File: src/rtl/mw_add_seq.sv
// Multi-word sequential adder/subtractor: one 32-bit ripple-carry adder is reused
// word by word, least-significant word first, with the carry held in a register.
module rca_32bit (
    input  logic [31:0] a,
    input  logic [31:0] b,
    input  logic        cin,
    output logic [31:0] sum,
    output logic        cout
);
    logic w_c;

    always_comb begin
        w_c = cin;
        sum = '0;
        for (int i = 0; i < 32; i++) begin
            sum[i] = a[i] ^ b[i] ^ w_c;
            w_c    = (a[i] & b[i]) | (w_c & (a[i] ^ b[i]));
        end
        cout = w_c;
    end
endmodule

module mw_add_seq #(
    parameter int WORDS = 4
) (
    input  logic                  clk,
    input  logic                  rst,
    input  logic                  in_valid,
    output logic                  in_ready,
    input  logic [32*WORDS-1:0]   a,
    input  logic [32*WORDS-1:0]   b,
    input  logic                  cin,
    input  logic                  op_sub,
    output logic                  out_valid,
    input  logic                  out_ready,
    output logic [32*WORDS-1:0]   sum,
    output logic                  cout,
    output logic [1:0]            dbg_state
);
    localparam int W  = 32 * WORDS;
    localparam int IW = (WORDS > 1) ? $clog2(WORDS) : 1;

    // Handshake: a transfer happens on a rising edge where valid && ready;
    // valid never depends combinationally on ready, and payload is stable while valid.
    typedef enum logic [1:0] {
        S_IDLE = 2'd0,
        S_RUN  = 2'd1,
        S_DONE = 2'd2
    } state_t;

    state_t          r_state;
    logic [W-1:0]    r_a;
    logic [W-1:0]    r_b;
    logic            r_sub;
    logic            r_carry;
    logic [IW-1:0]   r_idx;
    logic [W-1:0]    r_sum;
    logic            r_cout;
    logic            r_in_ready;
    logic            r_out_valid;

    logic [31:0]     w_a_word;
    logic [31:0]     w_b_word;
    logic [31:0]     w_sum_word;
    logic            w_cout;

    // Subtraction is A + ~B + 1; the +1 is preloaded into the carry register.
    assign w_a_word = r_a[{r_idx, 5'b0} +: 32];
    assign w_b_word = r_b[{r_idx, 5'b0} +: 32] ^ {32{r_sub}};

    rca_32bit u_rca (
        .a    (w_a_word),
        .b    (w_b_word),
        .cin  (r_carry),
        .sum  (w_sum_word),
        .cout (w_cout)
    );

    always_ff @(posedge clk) begin
        if (rst) begin
            r_state     <= S_IDLE;
            r_a         <= '0;
            r_b         <= '0;
            r_sub       <= 1'b0;
            r_carry     <= 1'b0;
            r_idx       <= '0;
            r_sum       <= '0;
            r_cout      <= 1'b0;
            r_in_ready  <= 1'b1;
            r_out_valid <= 1'b0;
        end else begin
            case (r_state)
                S_IDLE: begin
                    if (in_valid) begin
                        r_a        <= a;
                        r_b        <= b;
                        r_sub      <= op_sub;
                        r_carry    <= op_sub ? 1'b1 : cin;
                        r_idx      <= '0;
                        r_in_ready <= 1'b0;
                        r_state    <= S_RUN;
                    end
                end
                S_RUN: begin
                    r_sum[{r_idx, 5'b0} +: 32] <= w_sum_word;
                    r_carry <= w_cout;
                    if (r_idx == IW'(WORDS - 1)) begin
                        r_cout      <= w_cout;
                        r_out_valid <= 1'b1;
                        r_state     <= S_DONE;
                    end else begin
                        r_idx <= r_idx + IW'(1);
                    end
                end
                S_DONE: begin
                    if (out_ready) begin
                        r_out_valid <= 1'b0;
                        r_in_ready  <= 1'b1;
                        r_state     <= S_IDLE;
                    end
                end
                default: begin
                    r_state     <= S_IDLE;
                    r_in_ready  <= 1'b1;
                    r_out_valid <= 1'b0;
                end
            endcase
        end
    end

    assign in_ready  = r_in_ready;
    assign out_valid = r_out_valid;
    assign sum       = r_sum;
    assign cout      = r_cout;
    assign dbg_state = r_state;
endmodule
File: config.mk
export PLATFORM = sky130hd
export DESIGN_NAME = mw_add_seq
export DESIGN_NICKNAME = d
export VERILOG_FILES = /design/src/rtl/mw_add_seq.sv
export SDC_FILE = /design/constraint.sdc
export NUM_CORES = 1
export LEC_CHECK = 0
export CAP_MARGIN = 10
export CELL_PAD_IN_SITES_DETAIL_PLACEMENT = 1
export CELL_PAD_IN_SITES_GLOBAL_PLACEMENT = 1
export CORE_MARGIN = 2
export CORE_UTILIZATION = 34
export CTS_CLUSTER_SIZE = 40
export DETAILED_ROUTE_END_ITERATION = 7
export PLACE_DENSITY = 0.76
export SLEW_MARGIN = 10
export SYNTH_ARGS = -nofsm -noshare
export SYNTH_HDL_FRONTEND = slang
export SYNTH_SLANG_ARGS = --single-unit
File: constraint.sdc
create_clock -name clk -period 13.55 [get_ports clk]
set_input_delay 2.71 -clock clk [delete_from_list [all_inputs] [get_ports clk]]
set_output_delay 2.71 -clock clk [all_outputs]
set_load 0.05 [all_outputs]
# After elaboration in Yosys (flattened, before gate mapping)
# Index checks and enable logic that the tools add are counted.
# word_totals
register_bits	393
output_inout_bits	133
word_cells	212
in_bits	262
# classes
mux	17
reduce_logical	9
bitwise	163
add_sub_neg	2
eq_ne	7
shift	4
# ops
cell	n
variable part select 128 x 8 -> 32 bit	2
bitwise mux 128 bit	1
variable shift 32 x 9 -> 128 bit, first input constant	1
variable part select 32 x 9 -> 128 bit	1
AND 1 bit	64
bitwise XOR 1 bit	64
OR 1 bit	32
bitwise XOR 32 bit	1
AND reduction 3 bit	4
2-to-1 mux 2 bit	5
negator 7 -> 9 bit	1
inequality test 2 bit, second input constant	4
2-to-1 mux 1 bit	6
case mux 1 bit (3 select lines)	2
case mux 2 bit (3 select lines)	1
AND reduction 2 bit	3
== test 2 bit, second input constant	2
case mux 2 bit (2 select lines)	1
adder 2 x 1 -> 2 bit, second input constant	1
== test 2 x 1 -> 1 bit, second input constant	1
zero test 2 bit	1
NOT 1 bit	2
case mux 1 bit (2 select lines)	1
nonzero test 2 bit	1

# Logic depth before layout (Yosys ltp)
# logic_depth
depth_word	68
mapped_depth	41
mapped_depth_nobuf	39

# Modules after synthesis
# From an unflattened synthesis, not the netlist that was laid out.
# hier_totals
cells_unflattened	1762
area_unflattened_um2	16141.7
# modules_own_cells
module	cells_per_inst	seq_area_each_um2	instances	area_per_inst_um2
mw_add_seq	1720	7867.5	1	15463.6
rca_32bit	42	0.0	1	678.2

# Worst setup path before layout
# No wires, ideal clock.
# synth_timing
path_kind	register to register
start	register r_idx[0]
end	register r_sum[63] (netlist: sum[63])
path_stages_with_launch	42
t_required_ps	13490
arrival_time_ps	14028
path_slack_ps	-539
setup_ps	60
n_path_buf	3
period_less_slack_ps	14089
cell_sequence	dfxtp_1 > buf_2 > buf_4 > buf_4 > mux4_2 > fa_1 > fa_1 > fa_1 > inv_1 > fa_1 > fa_1 > fa_1 > fa_1 > inv_1 > fa_1 > fa_1 > fa_1 > fa_1 > (+6 left out) > fa_1 > fa_1 > fa_1 > fa_1 > fa_1 > fa_1 > fa_1 > fa_1 > fa_1 > inv_1 > fa_1 > fa_1 > fa_1 > fa_1 > fa_1 > fa_1 > nor2_1 > a22o_1
# synth_via
elab_chain_cells	68
elab_cells_between_ends	164
classes_between	add/sub (1); shift (4); mux (1); bitwise (158)
# synth_rtl
item	line_no	text
start: declaration	56	logic [IW-1:0] r_idx;
start signal: assignment	112	r_idx <= r_idx + IW'(1);
variable part select 128 x 8 -> 32 bit	69	assign w_b_word = r_b[{r_idx, 5'b0} +: 32] ^ {32{r_sub}};
bitwise XOR 32 bit	69	
bitwise XOR 1 bit	16, 17	
AND 1 bit	17	w_c = (a[i] & b[i]) | (w_c & (a[i] ^ b[i]));
OR 1 bit	17	
AND 1 bit	17	
OR 1 bit	17	
AND 1 bit	17	
(+52 left out)	-	
OR 1 bit	17	
AND 1 bit	17	
OR 1 bit	17	
AND 1 bit	17	
OR 1 bit	17	
bitwise XOR 1 bit	16	sum[i] = a[i] ^ b[i] ^ w_c;
variable part select 32 x 9 -> 128 bit	105	r_sum[{r_idx, 5'b0} +: 32] <= w_sum_word;
bitwise mux 128 bit (*)	105	
end signal: indexed assignment	105	
end: declaration	57	logic [W-1:0] r_sum;
# Every way passes the cells marked *; elsewhere a longest branch is shown, timed or not.
# A chain may end at the register's enable or synchronous reset.

# Worst setup path after layout
# layout_timing
start	register r_idx[0]
end	register r_sum[31] (netlist: sum[31])
# Same word-level chain as after synthesis.

==> key figures <==
Timing
  – Fmax: about 0.076 GHz
  – Final setup violation count: 0
  – Worst-margin pin slew: between 1 and 1.5 ns
  – Total negative slack: 0 ns
  – RSZ-0062 raised after global routing: no
  – Fin crit share: a little over nine tenths
  – Normalized max-slew margin: between 10% and 20%
  – Slew Viols, Final: 0
  – Final critical-path required period: ~13 ns
  – Final Skew: 0.0345 ns
  – Hold Fails Final Rpt: 0

Yosys
  – Predominant post-synthesis flop cell: dfxtp_1
  – Asr flop ratio synth: 0%
  – Yosys top cell area share: between 40% and 50%
  – Synth Net Count: 1964
  – Yosys cell types: 41
  – Cell area after synthesis: approximately 16000 sq um
  – Synthesized flop and latch total: ~400
  – Cell count after synthesis: 1664
  – Yosys top cell by area: dfxtp_1
  – EDFF count, synth: 0
  – Register area share after synthesis: between 40% and 50%
  – Syn avg cell area: ~9.6 sq um
  – Top post-synthesis cells by area: dfxtp_1, nand2_1, mux4_2
  – Ys Warns: 0

Clock network
  – CTS Hold Bufs: 0
  – Clock Path Buffers: 3
  – CTS clk-pin slew, worst paths: around 0.060 ns
  – Skew-Pair Late Insertion Delay: ~0.59 ns
  – Postcts setup bufs: 0
  – CTS H-tree depth: 2
  – Root buffer cell: clkbuf_16
  – Clock tree sinks: 393
  – TritonCTS Buffers: 45
  – CTS tree: yes

Drt
  – Vias/cell: between 5 and 6
  – Highest routed layer: met5
  – Met1 WL: 25.3 mm
  – Via count: roughly 14000
  – Antenna viol nets, final: 0
  – DR iter-0 viols: between 800 and 900
  – DRC viols: 0
  – Met3 Routed Length: ~3.0 mm
  – DR WL met2: 29.0 mm
  – Wirelength per Cell: ~22 um
  – Total wire length: slightly below 60 mm
  – Detailed Routing Iterations Pass 1: 5

Floorplanning
  – Die Footprint: 48800 sq um
  – Initial Util: about 34%
  – Placeable Area: 46500 sq um
  – Top Ports: between 300 and 400
  – FP Rows: 79
  – Die Height: roughly 220 um
  – Die X: 221 um

Global route
  – Total Routing Usage GR: a little under a quarter
  – Antenna violations before repair: 5
  – First-pass GRT wire length: about 86 mm
  – Vias in the first global route: ~14000
  – Largest net degree at the start of global routing: 130
  – Total global routing overflow: 0

Cells and area
  – Area growth syn-to-layout: 36.5%
  – Reg area: around 8000 sq um
  – Filler cell count: about 5200
  – Multi-input gate area: ~7400 sq um
  – # nets final: between 2000 and 2500
  – Layout cell share with drive strength beyond 1: around a tenth

Place
  – IO Port Bufs: a little under 400
  – Routability cong.: roughly 0.84
  – Post-DP HPWL: about 43 mm

Pwr
  – Peak supply drop: 101 uV
  – Leakage power figure: roughly 8 nW
  – Pwr dens: roughly 140 nW/um^2
  – Total power: ~3.0 mW

Critical path
  – CP max stage cell: mux4_2
  – CP Class: flop to flop
  – Data arrival, critical path: 13.66 ns
  – Worst Path Max Fanout: 3
  – CP peak stage delay: between 0.5 and 0.6 ns
  – Startpoint Class: flop
  – Critical Path Sink Type: flop
  – Most common cell on crit path: fa_2
  – CP Data Required Time: between 10 and 15 ns

Run
  – Number of max-cap violations: 0

Worst hold path
  – Worst Hold Class: flop to flop

Status
  – Status: finished, final reports clean
## layout by cell type (no fill, tap or decap), types with 2 or more instances in the layout
master	Yosys	layout
ha_1	6	6
a32o_1	22	22
a21oi_2	0	3
xnor2_1	10	10
clkbuf_16	0	45
nand2b_1	3	3
diode_2	0	8
nand2_1	515	515
xor2_1	22	22
fa_2	0	24
fa_1	32	8
clkbuf_8	0	10
bufinv_16	0	6
inv_1	15	15
dfxtp_4	0	2
clkinv_4	0	2
dfxtp_1	393	390
nand3b_1	3	3
nand3_1	12	12
clkdlybuf4s50_1	0	393
inv_4	0	2
clkinvlp_4	0	8
nor2b_1	23	23
nor2_1	14	13
inv_6	0	2
a21oi_1	265	262
a22o_1	96	96
buf_4	4	24
clkinv_2	0	7
o21ai_0	11	11
mux4_2	64	64
## area by class of cell
| cell class | count | share of cell area (%) |
|---|---|---|
| Inverter | 16 | 0.275 |
| Clock inverter | 28 | 1.57 |
| Tap cell | 607 | 3.48 |
| Multi-Input combinational cell | 1116 | 33.7 |
| Clock buffer | 55 | 5.79 |
| Sequential cell | 393 | 36.1 |
| Antenna cell | 8 | 0.0918 |
| Timing Repair Buffer | 418 | 18.9 |
## sequential cells by signal (all words and copies together) (netlist names)
signal,count
r_a,128
r_b,128
sum,128
dbg_state,2
r_idx,2
cout,1
in_ready,1
out_valid,1
r_carry,1
r_sub,1
## through the flow
stage	worst slack [ns]	util [%]	hold slack, ns	instances	instance area, sq um
floorplan	0.00494	-	0.433	1664	16000
global placement	-0.295	43.3	0.439	2550	20100
detailed placement	-0.543	43.3	0.445	2550	20100
CTS	0.0115	46.9	0.453	2633	21800
global route	0.0201	46.9	0.467	2637	21800
finish	0.390	47.0	0.454	2641	21800
## Yosys cell counts (all sizes together) (2+ instances only)
cell    number
nor2b       23
a21oi      265
inv         15
a32o        22
dfxtp      393
a22o        96
nand3       12
buf         87
clkbuf      52
or3b         2
nand2      515
fa          32
nand2b       3
nor2        14
xnor2       10
xor2        22
o21ai       11
nand3b       3
ha           6
nor3         2
mux4        64
## logic make-up (layout without fill, tap and decap cells)
family	Yosys count	after routing	share of synthesized area [%]
buffers and inverters	155	517	5.26
flip-flops	393	393	49.2
AO/OA/AOI/OAI	401	401	15.6
AND/OR/NAND/NOR	581	581	14.6
XOR/XNOR	32	32	1.75
other	0	8	0
multiplexers	64	64	9.02
adder cells (fa/ha/maj)	38	38	4.48
## per-layer routing
layer  GRT usage [%]  vias up
met5               0        -
met4            8.76        2
met3            4.14       82
met2            39.5      383
met1            30.4     6751
li1                -     6358
## worst max-delay path, delay by kind of cell (launching register included)
| kind | cells | cell delay (ns) |
|---|---|---|
| AO/OA/AOI/OAI | 1 | 0.17 |
| XOR/XNOR | 1 | 0.18 |
| adder cells (fa/ha/maj) | 32 | 11.41 |
| buffers and inverters | 3 | 0.29 |
| flip-flops | 1 | 0.36 |
| multiplexers | 1 | 0.51 |
| AND/OR/NAND/NOR | 1 | 0.17 |
## worst paths after layout
| path | cells after the start | slack, ns | end | startpoint |
|---|---|---|---|---|
| worst max-delay path | 39 | 0.39 | sum[31]$_SDFFE_PP0P_ | r_idx[0]$_SDFFE_PP0P_ |
| worst min-delay path | 2 | 0.45 | r_b[10]$_SDFFE_PP0P_ | r_b[10]$_SDFFE_PP0P_ |
| worst max register to register | 39 | 0.39 | sum[31]$_SDFFE_PP0P_ | r_idx[0]$_SDFFE_PP0P_ |
| worst min register to register | 2 | 0.45 | r_b[10]$_SDFFE_PP0P_ | r_b[10]$_SDFFE_PP0P_ |
## power breakdown
| group | leakage, nW | internal (mW) | switching, mW |
|---|---|---|---|
| registers | 3.21 | 1.21 | 0.0319 |
| clock network | 0.776 | 0.784 | 0.520 |
| logic | 4.00 | 0.195 | 0.264 |
| total | 7.98 | 2.19 | 0.816 |
## timing repair
item | CTS | global route
setup endpoints to repair | 14 | 8
resized for setup | 11 | 8
pin swaps | 1 | 4
cloned | 0 | 0
Power figures use the tool's default switching activity.
